`src/rtl/multicycle_ctrl.sv`:
```
// multicycle_ctrl: main FSM of the multicycle RV32I core; sequences the shared datapath,
// decodes the latched IR, owns the memory req/ack handshake and counts retired instructions.
module multicycle_ctrl #(
   parameter int RET_W       = 32,
   parameter int MEM_TIMEOUT = 255
) (
   input  logic             clk,
   input  logic             rst_n,
   input  logic [31:0]      ir,
   input  logic             br_taken,
   input  logic             mem_ack,
   output logic             ir_we,
   output logic             pc_we,
   output logic [1:0]       pc_src,
   output logic [2:0]       imm_sel,
   output logic             alu_a_sel,
   output logic             alu_b_sel,
   output logic             mem_req,
   output logic             mem_we,
   output logic             mem_addr_sel,
   output logic             rf_we,
   output logic [1:0]       wb_sel,
   output logic             retire,
   output logic [RET_W-1:0] ret_cnt,
   output logic             trap,
   output logic [1:0]       trap_cause
);
   typedef enum logic [2:0] {FETCH, DECODE, EXEC, MEM, WB, TRAP} state_t;
   localparam int TW = (MEM_TIMEOUT > 1) ? $clog2(MEM_TIMEOUT) : 1;
   localparam logic [6:0] OP_LUI   = 7'b0110111;
   localparam logic [6:0] OP_AUIPC = 7'b0010111;
   localparam logic [6:0] OP_JAL   = 7'b1101111;
   localparam logic [6:0] OP_JALR  = 7'b1100111;
   localparam logic [6:0] OP_BR    = 7'b1100011;
   localparam logic [6:0] OP_LD    = 7'b0000011;
   localparam logic [6:0] OP_ST    = 7'b0100011;
   localparam logic [6:0] OP_IMM   = 7'b0010011;
   localparam logic [6:0] OP_OP    = 7'b0110011;
   state_t        state, state_nx;
   logic [1:0]    cause_nx;
   logic [TW-1:0] tmo_cnt;
   logic          legal, d_a, d_b, dec_on, tmo_lim;
   logic [2:0]    d_imm;
   logic [1:0]    d_wb;
   always_comb begin
      legal = 1'b1;
      d_imm = 3'b001;
      d_a   = 1'b0;
      d_b   = 1'b0;
      d_wb  = 2'd0;
      case (ir[6:0])
         OP_LUI:   begin d_imm = 3'b000; d_wb = 2'd3; end
         OP_AUIPC: begin d_imm = 3'b000; d_a = 1'b1; d_b = 1'b1; end
         OP_JAL:   begin d_imm = 3'b111; d_wb = 2'd2; end
         OP_JALR:  d_wb = 2'd2;
         OP_BR:    d_imm = 3'b010;
         OP_LD:    begin d_b = 1'b1; d_wb = 2'd1; end
         OP_ST:    begin d_imm = 3'b110; d_b = 1'b1; end
         OP_IMM:   begin d_imm = (ir[13:12] == 2'b01) ? 3'b011 : 3'b001; d_b = 1'b1; end
         OP_OP:    ;
         default:  begin legal = 1'b0; d_imm = 3'b000; end
      endcase
   end
   assign dec_on    = state inside {DECODE, EXEC, MEM, WB};
   assign imm_sel   = dec_on ? d_imm : 3'b000;
   assign alu_a_sel = dec_on & d_a;
   assign alu_b_sel = dec_on & d_b;
   assign wb_sel    = dec_on ? d_wb : 2'd0;
   assign trap      = state == TRAP;
   // an ack landing on the limit cycle still wins because ack is tested first
   assign tmo_lim   = (MEM_TIMEOUT != 0) && (tmo_cnt == TW'(MEM_TIMEOUT - 1));
   always_comb begin
      state_nx     = state;
      cause_nx     = trap_cause;
      ir_we        = 1'b0;
      pc_we        = 1'b0;
      pc_src       = 2'd0;
      mem_req      = 1'b0;
      mem_we       = 1'b0;
      mem_addr_sel = 1'b0;
      rf_we        = 1'b0;
      retire       = 1'b0;
      case (state)
         FETCH: begin
            mem_req = rst_n;
            if (mem_req && mem_ack) begin
               ir_we    = 1'b1;
               state_nx = DECODE;
            end else if (mem_req && tmo_lim) begin
               state_nx = TRAP;
               cause_nx = 2'd2;
            end
         end
         DECODE: begin
            state_nx = legal ? EXEC : TRAP;
            cause_nx = legal ? trap_cause : 2'd1;
         end
         EXEC: begin
            if (ir[6:0] == OP_BR) begin
               pc_we    = 1'b1;
               pc_src   = br_taken ? 2'd1 : 2'd0;
               retire   = 1'b1;
               state_nx = FETCH;
            end else
               state_nx = (ir[6:0] == OP_LD || ir[6:0] == OP_ST) ? MEM : WB;
         end
         MEM: begin
            mem_req      = 1'b1;
            mem_addr_sel = 1'b1;
            mem_we       = ir[6:0] == OP_ST;
            if (mem_ack) begin
               pc_we    = mem_we;
               retire   = mem_we;
               state_nx = mem_we ? FETCH : WB;
            end else if (tmo_lim) begin
               state_nx = TRAP;
               cause_nx = 2'd2;
            end
         end
         WB: begin
            rf_we    = ir[11:7] != 5'd0;
            pc_we    = 1'b1;
            pc_src   = (ir[6:0] == OP_JAL) ? 2'd1 : (ir[6:0] == OP_JALR) ? 2'd2 : 2'd0;
            retire   = 1'b1;
            state_nx = FETCH;
         end
         default: state_nx = TRAP;
      endcase
   end
   always_ff @(posedge clk or negedge rst_n) begin
      if (!rst_n) begin
         state      <= FETCH;
         trap_cause <= 2'd0;
         ret_cnt    <= '0;
         tmo_cnt    <= '0;
      end else begin
         state      <= state_nx;
         trap_cause <= cause_nx;
         ret_cnt    <= ret_cnt + RET_W'(retire);
         tmo_cnt    <= (mem_req && !mem_ack) ? tmo_cnt + 1'b1 : '0;
      end
   end
endmodule

```
`config.mk`:
```
export PLATFORM = sky130hd
export DESIGN_NAME = multicycle_ctrl
export DESIGN_NICKNAME = d
export VERILOG_FILES = /design/src/rtl/multicycle_ctrl.sv
export SDC_FILE = /design/constraint.sdc
export NUM_CORES = 1
export LEC_CHECK = 0
export CAP_MARGIN = 20
export CORE_MARGIN = 3
export CORE_UTILIZATION = 41
export CTS_CLUSTER_SIZE = 16
export DETAILED_ROUTE_END_ITERATION = 8
export GPL_TIMING_DRIVEN = 1
export HOLD_SLACK_MARGIN = 0.12
export PLACE_DENSITY = 0.87
export SLEW_MARGIN = 20
export SYNTH_ARGS = -nofsm -noshare
export SYNTH_HDL_FRONTEND = slang
export SYNTH_SLANG_ARGS = --single-unit
```
`constraint.sdc`:
```
create_clock -name clk -period 2.3 [get_ports clk]
set_input_delay 0.345 -clock clk [delete_from_list [all_inputs] [get_ports clk]]
set_output_delay 0.345 -clock clk [all_outputs]
set_load 0.01 [all_outputs]
```
# Yosys cells after proc, flatten, opt, wreduce, memory -nomap -nowiden
# Index checks and enable logic that the tools add are counted.
[totals]
word_cells = 84
out_inout_bits = 51
regBits = 45
[op_classes]
mux = 38
addsub = 2
bitwise = 2
n_reduce_logical = 15
eq_ne = 23
[op_table]
columns = ["op", "n"]
rows = [
  ["$add 32x1->32", 1],
  ["$pmux 3 s5", 2],
  ["$mux 3", 9],
  ["$eq 7x6->1 const B", 3],
  ["$eq 7x7->1 const B", 3],
  ["$mux 2", 9],
  ["$eq 7x5->1 const B", 2],
  ["$mux 1", 12],
  ["$pmux 2 s3", 2],
  ["$ne 2x2->1 const B", 5],
  ["$reduce_or 9->1", 1],
  ["$add 8x1->8 const B", 1],
  ["$eq 8x8->1 const B", 1],
  ["$mux 8", 1],
  ["$eq 7x2->1 const B", 1],
  ["$eq 3x2->1 const B", 2],
  ["$eq 3x3->1 const B", 2],
  ["$ne 3x3->1 const B", 2],
  ["$reduce_and 6->1", 1],
  ["$reduce_bool 5->1", 1],
  ["$pmux 2 s2", 1],
  ["$reduce_bool 4->1", 1],
  ["$reduce_or 4->1", 1],
  ["$eq 3x1->1 const B", 1],
  ["12 further kinds", 15],
]

# Logic depth before layout (Yosys ltp)
# Gate-level depths: netlist of run 1.
[depth]
depth_word = 5
mapped_depth = 12

# Worst setup path before layout of run 1
# OpenSTA, ideal clock, no wires.
[synth_timing]
path_kind = "in2reg"
start = "in ir[3]"
end = "reg ret_cnt[16]"
required_ns = 2.174
arrival_time_ns = 2.671
cell_stages = 12
setup_slack_ns = -0.497
setup_ns = 0.126
n_path_buf = 0
path_cell_list = "nand4bb_4 -> nor2_1 -> nand2_1 -> nor3_1 -> a221o_1 -> ha_1 -> ha_1 -> nand2_1 -> nor4_4 -> and3_1 -> nand3_1 -> xnor2_1"
[synth_via]
elab_chain_len = 4
[synth_lines]
columns = ["element", "line", "text"]
rows = [
  ["start, declared", "9", "input logic [31:0] ir,"],
  ["$eq 7x6->1 / $eq 7x7->1 (equally long branches)", "110, 99", ""],
  ["$mux 1 (on tied branches)", "-", ""],
  ["$pmux 1 s3 (*)", "-", ""],
  ["named net pc_we", "13", "output logic pc_we,"],
  ["$add 32x1->32 (*)", "139", "ret_cnt <= ret_cnt + RET_W'(retire);"],
  ["end signal, assigned", "139", ""],
  ["end, declared", "24", "output logic [RET_W-1:0] ret_cnt,"],
]
# Mark *: on every way through the listed nets, which the timed path passes. The rest lies on a longest branch.
# A chain may end at the register's enable or synchronous reset.

# Worst setup path in the final report of run 1
[layout_timing]
start = "reg state[0]"
end = "reg ret_cnt[27]"
[layout_via]
elab_chain_len = 3
[layout_lines]
columns = ["element", "line", "text"]
rows = [
  ["start, declared", "39", "state_t state, state_nx;"],
  ["start signal, assigned", "137", "state <= state_nx;"],
  ["$eq 3x3->1 / $eq 3x2->1 (equally long branches)", "83", "case (state)"],
  ["$pmux 1 s3 (*)", "83", ""],
  ["$add 32x1->32 (*)", "139", ""],
]
# Every way passes the cells marked *; elsewhere a longest branch is shown, timed or not.

==> results.yml, run 1 <==
yosys:
  synthArstFlopShare_pct: 100
  synthesis.nets: 287
  ys_ff_latch: 45
  synthTopCellsByArea: "dfrtp_1, xnor2_1, xor2_1, nand2_1, nor2_1"
  yosysMostFrequentCell: "dfrtp_1"
  yosysSeqAreaShare_pct: 46.0
  yosys-top-cells-count: "dfrtp_1, nand2_1, nor2_1"
  syn_inst: 247
  synth_top_cell_by_area: "dfrtp_1"
  avgSynthCellArea_um2: 9.90
  yosys.cell_types.count: 47
  synth_top_area_share_pct: 46.0
  syn-cell-area_um2: 2450
  synthFlopType: "dfrtp_1"
  ys_warn_count: 0
  synth_edf_count: 0
sta:
  hold_viol: 0
  max_slew_margin_pct: 65.5
  final-setup-viol-count: 12
  fin_tns_setup_ns: -0.308
  fin_crit_ns: 2.35
  min_period_over_period_pct: 102
  clock_skew_ns: 0.0115
  drv_slew: 0
  worstMarginPinSlew_ns: 0.517
  grt_setup_unrepaired: "true"
  fmax_mhz: 426
  fin_ws_ns: -0.0451
route:
  wl_um: 7150
  drcViolationCount: 0
  drtAntennaViolNets: 0
  first_iter_violations: 122
  firstDrtPassIters: 4
  via_count: 2385
  viasPerCell: 5.46
  drt-wirelength-per-cell_um: 16.4
clock_tree:
  root_buffer: "clkbuf_8"
  cts_buffers: 5
  clk_path_buf_depth: 2
  cts_tree: "built"
  clk_pin_slew_ns: 0.08
  clk-insertion-delay-late_ns: 0.30
  cts.sinks: 45
  htree_levels: 2
global_routing:
  grt_start_max_net_pins: 42
  grt_pass1_vias: 2279
  grt_pass1_wl_um: 11000
  grt_use_total_pct: 19.2
  antenna_found_initial: 0
  globalRouteOverflowTotal: 0
setup_path:
  crit_family: "simple AND/OR/NAND/NOR gates"
  crit_arrival_ns: 2.53
  critPathLaunchType: "flip-flop"
  cp-end-kind: "flip-flop"
  max_stage_delay_ns: 0.41
  path_class: "flip-flop to flip-flop"
  path_max_fanout: 6
  cp.buffers_inverters: 1
  cp.required_ns: 2.49
  path_cells: "nor2_1 > nand2_1 > nor3_2 > a221o_1 > ha_4 > buf_6 > nand3_4 > nor4_4 > and2b_2 > nand4_1 > xnor2_1"
  critPathSlowestCell: "dfrtp_1"
run_status:
  violations: "setup timing"
  status: "finished with violations"
power_and_ir_drop:
  ir_drop_v: 0.000538
  p_per_area_nw_per_um2: 458
  power.leakage_nw: 1.79
placed_design:
  gp_congestion: 0.888
  port_buffers: 68
  post-place-ws_ns: -0.560
  hpwl_um: 4810
  post_dp_cell_area_um2: 3490
cells_and_area:
  drive_above_1_share_pct: 27.9
  area_growth_pct: 57.0
  nets: 404
  final_area_um2: 3840
  filler_cell_count: 363
  num_antenna_cells: 0
  final_core_util_pct: 68.1
die:
  die_area_um2: 6930
  fp.dieH_um: 83.2
  io_pins: 87
  start_util_pct: 43.4
  chipWidth_um: 83.2
  std_cell_rows: 27
  coreArea_um2: 5640
run:
  drv_cap: 0
min_path:
  hold_path.class: "input port to asynchronous set/reset pin"
per-layer routing:
metal	GRT usage, %	vias to the layer above	share of wire [%]
met5	0	-	0
met2	34.9	88	53
li1	-	1098	-
met3	2.88	19	4.7
met4	5.65	0	2.3
met1	23.4	1180	40
power breakdown:
group	total [W]	internal (W)	switching [W]
logic	0.000188	0.000108	0.0000802
registers	0.000865	0.000816	0.0000489
clock network	0.000707	0.000432	0.000276
total	0.00176	0.00136	0.000405
registers in the layout (all words and copies together), names as in the netlist:
register    cells
ret_cnt        32
state           3
tmo_cnt         8
trap_cause      2
area by class of cell:
class,count,area [um^2],area share [%]
timing repair buffer,118,1040,27.0
multi-input combinational,191,1440,37.5
sequential,45,1130,29.3
clock buffer,5,68.8,1.79
clock inverter,3,65.1,1.69
inverter,3,11.3,0.293
tap,72,90.1,2.35
timing repair:
item | CTS | global route
pin swaps | 15 | 15
endpoints found under the hold margin | 4 | 0
buffers inserted | 7 | 10
endpoints found under the setup margin | 36 | 20
hold buffers | 1 | 0
resized for setup | 48 | 14
placed cells by master (no fill, tap or decap), types with 9 or more instances in the layout:
cell type / instances
xnor2_1: 19
nand3_1: 9
dlygate4sd2_1: 12
buf_4: 46
clkdlybuf4s50_1: 47
nor2_1: 20
xor2_1: 14
nand2_1: 24
a21oi_1: 11
and3_1: 9
dfrtp_1: 45
final timing paths:
check / from / endpoint / slack [ns] / cells after the start
worst max-delay path: state[0] / ret_cnt[27] / -0.05 / 11
worst min-delay path: rst_n / state[0] / 0.46 / 2
worst max register to register: state[0] / ret_cnt[27] / -0.05 / 11
worst min register to register: ret_cnt[27] / ret_cnt[27] / 0.49 / 1
max in group asynchronous: rst_n / tmo_cnt[7] / 1.08 / 3
min in group clk: ret_cnt[27] / ret_cnt[27] / 0.49 / 1
logic make-up (layout without fill, tap and decap cells):
family	after synthesis	after routing	share of synthesized area [%]
fa+ha+maj	4	4	2.05
buf+inv	11	129	2.05
mux	1	1	0.409
xor+xnor	36	36	12.9
flops	45	45	46.0
compound gates	31	31	8.70
simple gates	119	119	27.9
metrics by stage:
stage	power (W)	std cells	hold WS [ns]
floorplan	0.000921	247	0.0494
global placement	0.00105	411	0.193
detailed placement	0.00106	411	0.195
CTS	0.00175	427	0.469
global route	0.00182	437	0.473
finish	0.00176	437	0.460
Note: power is estimated with default switching activity, not from simulation.
==> run 2, diff against run 1 <==
--- a/config.mk
+++ b/config.mk
@@ -5,14 +5,17 @@
 export SDC_FILE = /design/constraint.sdc
 export NUM_CORES = 1
 export LEC_CHECK = 0
+export ABC_AREA = 1
 export CAP_MARGIN = 20
+export CELL_PAD_IN_SITES_DETAIL_PLACEMENT = 0
+export CELL_PAD_IN_SITES_GLOBAL_PLACEMENT = 1
 export CORE_MARGIN = 3
-export CORE_UTILIZATION = 41
+export CORE_UTILIZATION = 29
 export CTS_CLUSTER_SIZE = 16
 export DETAILED_ROUTE_END_ITERATION = 8
 export GPL_TIMING_DRIVEN = 1
 export HOLD_SLACK_MARGIN = 0.12
-export PLACE_DENSITY = 0.87
+export PLACE_DENSITY = 0.86
 export SLEW_MARGIN = 20
 export SYNTH_ARGS = -nofsm -noshare
 export SYNTH_HDL_FRONTEND = slang
==> run 2 against run 1 <==
Net effect: the run now ends clean; register-to-register slack improved by 0.14 ns; count of clock-buffer cells in the layout did not move; area after synthesis rose by 7.8%; critical path type is now input port to output pin; critical endpoint is now retire.
==> results.yml, run 2 <==
power_and_ir_drop:
  power.leakage_nw: 2.09
  internal_power_w: 0.00126
  clockPowerShare_pct: 44.3
  p_comb_share_pct: 5.4
  p_sw_w: 0.000311
  p_sw_share_pct: 19.8
  p_per_area_nw_per_um2: 383
  seqPwrFrac_pct: 50.3
  ir_drop_v: 0.000215
setup_path:
  cp.buffers_inverters: 6
  critPathLaunchType: "input port"
  r2r_end: "ret_cnt[28]"
  path_class: "input port to output pin"
  crit_arrival_ns: 1.89
  rr_worst_depth: 15
  cpMostUsedCell: "buf_4"
  path_max_fanout: 2
  crit_family: "buffers and inverters"
  ff2ff_setup_slack_ns: 0.09
  reg2reg_from: "state[2]"
  cp-end-kind: "output pin"
  max_stage_delay_ns: 0.26
  path_cells: "dlygate4sd2_1 > nor2_2 > nand3_4 > nor2_4 > inv_2 > nor2_4 > nand2_2 > nand3_4 > buf_4 > buf_4 > buf_4 > dlygate4sd2_1"
  cp.required_ns: 1.96
  cp.depth: 12
  critPathSlowestCell: "dlygate4sd2_1"
cells_and_area:
  ff_latch_area_um2: 1130
  drive_above_1_share_pct: 23.1
  regMostFlops: "ret_cnt"
  area_growth_pct: 55.5
  largest_reg_flops: 32
  final_cell_mix: "nand2_1, inv_1, buf_4"
  nets: 511
  reg_top3: "ret_cnt x32, tmo_cnt x8, state x3"
  filler_cell_count: 859
  multi_input_area_um2: 1460
  final_area_um2: 4100
  num_antenna_cells: 0
  stdcell_count: 580
  final_common_cell: "nand2_1"
route:
  topRoutingLayerUsed: "met4"
  viasPerCell: 4.54
  met3_length_um: 243
  drt-wirelength-per-cell_um: 13.0
  wl_um: 7520
  drtAntennaViolNets: 0
  drcViolationCount: 0
  drt-met1-wl_um: 3400
  wl_met2_um: 3800
  via_count: 2636
  firstDrtPassIters: 4
  first_iter_violations: 128
yosys:
  synthFlopType: "dfrtp_1"
  synthArstFlopShare_pct: 100
  yosysSeqAreaShare_pct: 42.7
  avgSynthCellArea_um2: 7.58
  yosys-top-cells-count: "nand2_1, inv_1, nor2_1"
  synthTopCellsByArea: "dfrtp_1, nand2_1, inv_1, nor2_1, xor2_1"
  synth_top_area_share_pct: 42.7
  yosys.cell_types.count: 25
  synth_edf_count: 0
  syn-cell-area_um2: 2640
  synthesis.nets: 388
  synth_top_cell_by_area: "dfrtp_1"
  syn_inst: 348
  yosysMostFrequentCell: "nand2_1"
  ys_ff_latch: 45
  ys_warn_count: 0
clock_tree:
  cts_tree: "built"
  root_buffer: "clkbuf_8"
  clk-insertion-delay-late_ns: 0.30
  htree_levels: 2
  clk_path_buf_depth: 2
  cts_buffers: 5
  cts.sinks: 45
  clk_pin_slew_ns: 0.08
  cts_hold_buf: 0
die:
  std_cell_rows: 34
  io_pins: 87
  die_area_um2: 10300
  start_util_pct: 30.1
  coreArea_um2: 8760
  chipWidth_um: 101
  fp.dieH_um: 101
sta:
  fmax_mhz: 448
  min_period_over_period_pct: 97.0
  clock_skew_ns: 0.00642
  fin_crit_ns: 2.23
  final-setup-viol-count: 0
  worstMarginPinSlew_ns: 0.583
  fin_ws_ns: 0.0696
  hold_viol: 0
  max_slew_margin_pct: 61.1
  drv_slew: 0
global_routing:
  grt_pass1_wl_um: 12400
  grt_start_max_net_pins: 46
  antenna_found_initial: 0
  grt_pass1_vias: 2658
  globalRouteOverflowTotal: 0
  grt_use_total_pct: 14.8
run:
  drv_cap: 0
placed_design:
  gp_congestion: 0.881
  post-place-ws_ns: -0.533
  hpwl_um: 5820
  port_buffers: 68
  dp_cells: 554
  post_dp_cell_area_um2: 3710
run_status:
  status: "completed"
min_path:
  hold_path.class: "input port to asynchronous set/reset pin"
==> run 2: cell types whose count changed in the layout (fill, tap and decap cells not counted), moves of 6 or more <==
cell / change
nand3_1: +13
xnor2_1: -9
nor2_1: +17
nand4_1: +7
xor2_1: +6
inv_2: +9
nand2_1: +50
nor2_2: +7
dlygate4sd2_1: +6
inv_1: +46
and3_1: -9
==> run 2: kinds of logic (layout without fill, tap and decap cells) <==
kind of cell	after synthesis	in the layout	synth area share (%)
xor gates and xnor gates	30	30	9.97
AOI/OAI and AO/OA	15	15	3.23
DFF	45	45	42.7
buffers and inverters	60	184	8.69
adders and majority gates	4	4	1.90
and+or+nand+nor	194	194	33.5
==> run 2: repair_timing <==
| item | in CTS | in global routing |
|---|---|---|
| resized for setup | 44 | 20 |
| setup endpoints to repair | 29 | 29 |
| buffers inserted | 7 | 11 |
| pin swaps | 10 | 13 |
==> run 2: cell type report <==
class                      instances  share of cell area (%)
sequential                        45                    27.5
tap                              108                    3.30
timing repair buffer             117                    25.0
clock buffer                       5                    1.68
multi-input combinational        243                    35.5
clock inverter                     3                    1.59
inverter                          59                    5.46
==> run 2: worst max-delay path by stage <==
stage | endpoint | slack (ns) | from
6_report | retire | 0.07 | ir[2]
5_1_grt | ret_cnt[31] | -0.08 | state[2]
4_1_cts | ret_cnt[20] | -0.01 | ir[6]
3_5_place_dp | ret_cnt[20] | -0.53 | ir[4]
3_3_place_gp | ret_cnt[20] | -0.42 | ir[4]
2_1_floorplan | ret_cnt[30] | -0.002 | ir[1]
==> run 2: per-stage QoR <==
step | setup TNS (ns) | hold WS (ns) | total power, W | util [%]
after CTS | -0.0122 | 0.265 | 0.00158 | 45.0
after detailed placement | -11.78 | 0.484 | 0.000888 | 42.3
after global placement | -9.68 | 0.474 | 0.000887 | 42.3
after global routing | -0.437 | 0.298 | 0.00163 | 46.8
after floorplan | -0.00218 | 0.0494 | 0.000822 | -
final | 0 | 0.229 | 0.00157 | 46.8
==> run 2: power by group through the flow <==
stage | registers [W] | clock network (W) | logic [W]
finish | 0.000790 | 0.000697 | 0.0000853
global route | 0.000790 | 0.000741 | 0.0000955
CTS | 0.000790 | 0.000711 | 0.0000828
detailed placement | 0.000806 | 0 | 0.0000820
global placement | 0.000806 | 0 | 0.0000812
floorplan | 0.000806 | 0 | 0.0000155
==> run 2: layer usage <==
metal / global-route usage [%] / vias to the layer above
li1: - / 1339
met1: 19.6 / 1247
met2: 25.6 / 44
met3: 2.48 / 6
met4: 3.07 / 0
met5: 0 / -
